`src/rtl/deserialize_pkg.sv`:
```
// deserialize_pkg
// Shared definitions for the deserializer slice.
//   oreg_state_t      : output holding register states (COLLECT / FULL)
//   deserialize_cnt_w : width of the lane counter for a given RATIO
package deserialize_pkg;

    typedef enum logic {
        COLLECT = 1'b0,
        FULL    = 1'b1
    } oreg_state_t;

    function automatic int deserialize_cnt_w(input int ratio);
        return $clog2(ratio);
    endfunction

endpackage

```
`src/rtl/deserialize_oreg.sv`:
```
// deserialize_oreg
// Output holding register for the deserializer. It captures a completed wide word
// and presents it until the consumer takes it.
// Ports:
//   clk, rst    : clock, synchronous active-high reset
//   last        : the lane counter points at the final lane
//   din_valid   : narrow input valid
//   dout_ready  : wide output ready from the consumer
//   word        : wide word that would be completed by the current din beat
//   din_ready   : narrow input ready
//   dout_valid  : wide output valid (registered)
//   dout_data   : wide output data (registered)
module deserialize_oreg
    import deserialize_pkg::*;
#(
    parameter int WIDE_W = 32
) (
    input  logic              clk,
    input  logic              rst,
    input  logic              last,
    input  logic              din_valid,
    input  logic              dout_ready,
    input  logic [WIDE_W-1:0] word,
    output logic              din_ready,
    output logic              dout_valid,
    output logic [WIDE_W-1:0] dout_data
);

    oreg_state_t       state;
    oreg_state_t       state_next;
    logic [WIDE_W-1:0] dout_r;
    logic              complete;

    always_ff @(posedge clk) begin
        if (rst) begin
            state  <= COLLECT;
            dout_r <= '0;
        end else begin
            state <= state_next;
            if (complete) begin
                dout_r <= word;
            end
        end
    end

    // The final lane is only accepted when the holding register is free or is
    // being emptied this cycle, so a completed word never overwrites a pending one.
    always_comb begin
        state_next = state;
        dout_valid = 1'b0;
        din_ready  = 1'b1;
        complete   = 1'b0;
        case (state)
            COLLECT: begin
                complete = din_valid & last;
                if (complete) begin
                    state_next = FULL;
                end
            end
            FULL: begin
                dout_valid = 1'b1;
                din_ready  = dout_ready | ~last;
                complete   = din_valid & din_ready & last;
                if (dout_ready & ~complete) begin
                    state_next = COLLECT;
                end
            end
            default: state_next = COLLECT;
        endcase
    end

    assign dout_data = dout_r;

endmodule

```
`src/rtl/deserialize.sv`:
```
// deserialize
// Gathers RATIO narrow words from din into one wide word on dout; the first word
// received lands in the least-significant lane.
// Configuration macro: DESERIALIZE_OUT_REG_EN
//   defined   : dout is registered (1-cycle latency, no din->dout combinational path)
//   undefined : zero-latency, the final lane passes straight through to dout
// Ports:
//   clk, rst    : clock, synchronous active-high reset
//   din_valid   : narrow input valid
//   din_ready   : narrow input ready
//   din_data    : narrow input word (DIN_W bits)
//   dout_valid  : wide output valid
//   dout_ready  : wide output ready
//   dout_data   : wide output word (DIN_W*RATIO bits)
module deserialize
    import deserialize_pkg::*;
#(
    parameter int DIN_W = 8,
    parameter int RATIO = 4
) (
    input  logic                   clk,
    input  logic                   rst,
    input  logic                   din_valid,
    output logic                   din_ready,
    input  logic [DIN_W-1:0]       din_data,
    output logic                   dout_valid,
    input  logic                   dout_ready,
    output logic [DIN_W*RATIO-1:0] dout_data
);

    localparam int             CNT_W     = deserialize_cnt_w(RATIO);
    localparam logic [CNT_W-1:0] LAST_LANE = CNT_W'(RATIO - 1);

    logic [CNT_W-1:0]       count_s;
    logic [DIN_W-1:0]       lanes [RATIO-1];
    logic                   last;
    logic                   transfer;
    logic [DIN_W*RATIO-1:0] word;

    assign last     = (count_s == LAST_LANE);
    assign transfer = din_valid & din_ready;

    // Only lanes 0..RATIO-2 need storage: the final lane is always taken
    // directly from din in the cycle that completes the word.
    always_ff @(posedge clk) begin
        if (rst) begin
            count_s <= '0;
            for (int i = 0; i < RATIO - 1; i++) begin
                lanes[i] <= '0;
            end
        end else if (transfer) begin
            count_s <= last ? '0 : count_s + 1'b1;
            for (int i = 0; i < RATIO - 1; i++) begin
                if (count_s == CNT_W'(i)) begin
                    lanes[i] <= din_data;
                end
            end
        end
    end

    always_comb begin
        word = '0;
        for (int i = 0; i < RATIO - 1; i++) begin
            word[i*DIN_W +: DIN_W] = lanes[i];
        end
        word[DIN_W*RATIO-1 -: DIN_W] = din_data;
    end

`ifdef DESERIALIZE_OUT_REG_EN
    deserialize_oreg #(
        .WIDE_W(DIN_W * RATIO)
    ) u_oreg (
        .clk       (clk),
        .rst       (rst),
        .last      (last),
        .din_valid (din_valid),
        .dout_ready(dout_ready),
        .word      (word),
        .din_ready (din_ready),
        .dout_valid(dout_valid),
        .dout_data (dout_data)
    );
`else
    // The final word completes only when the consumer takes it in the same cycle.
    assign dout_valid = din_valid & last;
    assign din_ready  = dout_ready | ~last;
    assign dout_data  = word;
`endif

endmodule

```
`config.mk`:
```
export PLATFORM = sky130hd
export DESIGN_NAME = deserialize
export DESIGN_NICKNAME = d
export VERILOG_FILES = /design/src/rtl/deserialize_pkg.sv /design/src/rtl/deserialize_oreg.sv /design/src/rtl/deserialize.sv
export SDC_FILE = /design/constraint.sdc
export NUM_CORES = 1
export LEC_CHECK = 0
export ABC_CLOCK_PERIOD_IN_PS = 1650
export BUFFER_PORTS_ARGS = -buffer_cell sky130_fd_sc_hd__buf_2
export CAP_MARGIN = 20
export CORE_ASPECT_RATIO = 0.7
export CORE_MARGIN = 1
export CORE_UTILIZATION = 45
export CTS_BUF_LIST = sky130_fd_sc_hd__clkbuf_16
export DETAILED_ROUTE_END_ITERATION = 16
export GPL_ROUTABILITY_DRIVEN = 0
export MAX_ROUTING_LAYER = met4
export PLACE_DENSITY_LB_ADDON = 0.1
export RECOVER_POWER = 100
export SLEW_MARGIN = 20
export SYNTH_ARGS = -nofsm -noshare
export SYNTH_HDL_FRONTEND = slang
export SYNTH_SLANG_ARGS = --single-unit
```
`constraint.sdc`:
```
create_clock -name clk -period 1.65 [get_ports clk]
set_input_delay 0.33 -clock clk [delete_from_list [all_inputs] [get_ports clk]]
set_output_delay 0.33 -clock clk [all_outputs]
set_load 0.01 [all_outputs]
```
* After elaboration in Yosys (flattened, before gate mapping)
Memory sizes are Yosys's and may differ from the RTL's.
Index checks and enable logic that the tools add are counted.
** Word-level totals
- Flip-flop bits (word level) :: 2
- RAM bits :: 24
- Input bits :: 12
- Output and inout bits :: 34
- Memories :: 1
** Memory list
- lanes :: depth 3, bits a word 8, rd ports 3, clocked after Yosys merged registers in 0, wr ports 3, RTL line deserialize.sv:35 : logic [DIN_W-1:0] lanes [RATIO-1];
** Cells by class
- $add $sub $neg :: 1
- Equality and inequality tests :: 3
- Mux-type cells :: 18
- Bitwise gates (word level) :: 7
- Reductions and logical operators :: 1
** Operators with widths (number)
- 8-bit 2-to-1 mux :: 3
- 1-bit 2-to-1 mux :: 14
- 2-bit == test, second input constant :: 2
- 1-bit bitwise OR :: 4
- 2-bit by 1-bit adder with 2-bit output, second input constant :: 1
- 1-bit bitwise AND :: 2
- 2-bit by 1-bit == test with 1-bit output, second input constant :: 1
- 2-bit zero test :: 1
- 2-bit 2-to-1 mux :: 1
- 1-bit inverter :: 1

* Depth between registers and ports, before layout
- Word-level depth :: 8
- Gate-level depth with buffers :: 5

* Least setup slack after synthesis
Ideal clock, no wire load.
- Path kind :: flip-flop to flip-flop
- Start :: register count_s[0]
- End :: memory lanes[0][0] (enable)
- Arrival :: 1.119 ns
- Slack :: 0.205 ns
- Cell stages (with the launch flop) :: 5
- Path buffers :: 0
- Cells stage by stage :: dfxtp_1 > ha_1 > nand2b_2 > and2_1 > a21o_1
** RTL lines
- start, declared :: RTL line deserialize.sv:34 : logic [CNT_W-1:0] count_s;
- start signal, assigned :: RTL line deserialize.sv:52 : count_s <= last ? '0 : count_s + 1'b1;
- end, declared :: RTL line deserialize.sv:35

* Final worst setup path
- Start :: register count_s[0]
- End :: output port din_ready
** On the way
- Longest elaborated chain between the ends :: 3
** Ends and longest elaborated chain
- 2-bit == test :: RTL line deserialize.sv:40 : assign last = (count_s == LAST_LANE);
- 1-bit inverter :: RTL line deserialize.sv:86 : assign din_ready = dout_ready | ~last;
- 1-bit bitwise OR :: RTL line deserialize.sv:86
- end, declared :: RTL line deserialize.sv:24 : output logic din_ready,
Every way passes these cells.

==> flow_summary.ini <==
[setup_path]
start_kind = flip-flop
cp_data_arrival_time_ps = 1220
worstPathRequired_ps = 1320
worstSetupPathType = reg2out
critPathMaxStageDelay_ps = 400
cp_top_family = flip-flops
crit_chain = ha_1 > nand2b_2 > buf_4 > clkbuf_1
cp-end-kind = output port
cp_max_fo = 5
cpMaxStageDelayCell = dfxtp_1
cp_num_buf_inv = 2

[run]
drv_cap = 0

[global_route]
grtUsageMet3 = 0.0648
grt_pass1_wl_mm = 2.71
busiest_layer = met1
grt_use_met1 = 0.238
overflow = 0
met2_usage = 0.216
grt_usage = 0.166
first_global_vias = 564
grt_antenna_before_repair = 0
grt_max_degree = 14

[placement]
hpwl_mm = 1.32
postPlaceCellArea_um2 = 1260
portBuffers = 45

[timing]
slew_headroom = 0.765
clock_skew_ps = 1.60
fin_crit_sh = 0.940
setup_violations = 0
tightest_slew_ps = 352
whs_ps = 306
maxSlewViolCount = 0
hold_viol = 0
fin_crit_ps = 1550
max_freq_ghz = 0.645

[layout]
antenna_cells = 0
nNetsFinal = 121
stdcell_area_um2 = 1290
drive_gt1_frac = 0.194
area_growth_pct = 23.5

[routing]
num_vias = 626
routed_wl_mm = 1.84
dr.pass1.iters = 4
ant_nets = 0
drc = 0
viasPerCell = 4.64
drtIter0Drc = 15
wl_per_cell_um = 13.6

[logic_synthesis]
synth_cells = 62
synthArstFlopShare = 0
synthesis.area_um2 = 1050
netlist_top_cells_area = edfxtp_1 (69%), and2_1 (6.0%), buf_4 (5.7%), ha_1 (4.8%), dfxtp_1 (3.8%)
synth_enable_flop_cells = 24
yosysWarnings = 0
synth_fp_nets = 78
synth_commonest_cells = edfxtp_1 (24), and2_1 (10), buf_4 (8)
synth.top_cell.area_share = 0.688
ys_seq_area_frac = 0.726
synth.distinct_cells = 15
synth-seq-cells = 26
yosys.area.top_type = edfxtp_1
ys.flop_type = edfxtp_1
avgSynthCellArea_um2 = 16.9
synth.most_common_cell = edfxtp_1

[cts]
clk_latency_ps = 250
ctsHoldBuffers = 0
cts-resized-gates = 0
clockBufferDepth = 2
cts_setup_buffers = 0
cts_root_buf = clkbuf_16
cts_tree = built
cts_max_level = 1
cts.sinks = 26
numCtsBuffers = 3
clk_pin_slew_worst_paths_ps = 60

[die]
die_width_um = 59.7
rows = 14
die-area_um2 = 2530
core-area_um2 = 2170
die_h_um = 42.4
initial_utilization = 0.482
io_pins = 46

[power_and_ir_drop]
p_per_area_nw_per_um2 = 1150
peakVddDrop_uv = 789
p_leak_nw = 0.495
power.total_mw = 1.49

[hold_path]
hold_path_class = in2reg

[outcome]
status = finished, final reports clean
registers in the layout (all words and copies together) (netlist names):
signal	cells
count_s	2
lanes	24
cells by family after synthesis:
logic type	share of synthesized area
buffers and inverters	0.0645
adders and majority gates	0.0478
DFF	0.726
AOI/OAI and AO/OA	0.0418
and+or+nand+nor	0.119
cells in the final DEF (no fill, tap or decap):
cell type  Yosys  layout
and2_1        10       4
nand2b_2       1       1
dfxtp_1        2       2
inv_1          2       2
nand2b_4       1       1
nor3_2         1       1
a21o_2         0       1
nand2b_1       1       1
edfxtp_1      24      24
a21oi_1        1       1
buf_4          8       1
clkbuf_1       0      34
nor3b_4        1       1
ha_1           4       4
clkbuf_16      0       3
nand3_1        1       1
o32ai_1        1       1
buf_2          0      11
and2_0         0       6
a21o_1         4       3
power breakdown:
| group | switching [mW] | internal [mW] |
|---|---|---|
| clock network | 0.203 | 0.321 |
| logic | 0.106 | 0.0585 |
| registers | 0.0174 | 0.782 |
metal layers:
| metal | share of wire | routed length (µm) | vias to the layer above |
|---|---|---|---|
| li1 | - | - | 298 |
| met1 | 0.49 | 907 | 296 |
| met2 | 0.42 | 777 | 30 |
| met4 | 0.0054 | 10 | 0 |
| met3 | 0.077 | 142 | 2 |
| met5 | 0 | 0 | - |
metrics by stage:
stage | util | setup TNS, ps | cells | setup slack, ps
floorplan | - | 0 | 62 | 205
global placement | 0.580 | 0 | 132 | 98.0
detailed placement | 0.580 | 0 | 132 | 52.6
CTS | 0.615 | 0 | 135 | 43.8
global route | 0.596 | -80.0 | 135 | -10.6
finish | 0.596 | 0 | 135 | 98.5
worst paths after layout:
kind,from,to,slack (ps),cells past startpoint
setup / recovery,count_s[0],din_ready,100,4
hold / removal,rst,count_s[1],310,2
setup reg to reg,count_s[0],lanes[0][13],110,4
hold reg to reg,count_s[0],count_s[0],570,1
final cells by class:
class | count | area (µm²)
multi-input combinational | 26 | 220
inverter | 2 | 7.51
sequential | 26 | 761
fill | 198 | 878
tap | 32 | 40.0
clock buffer | 3 | 75.1
timing repair buffer | 46 | 190
Note: power is estimated with default switching activity, not from simulation.
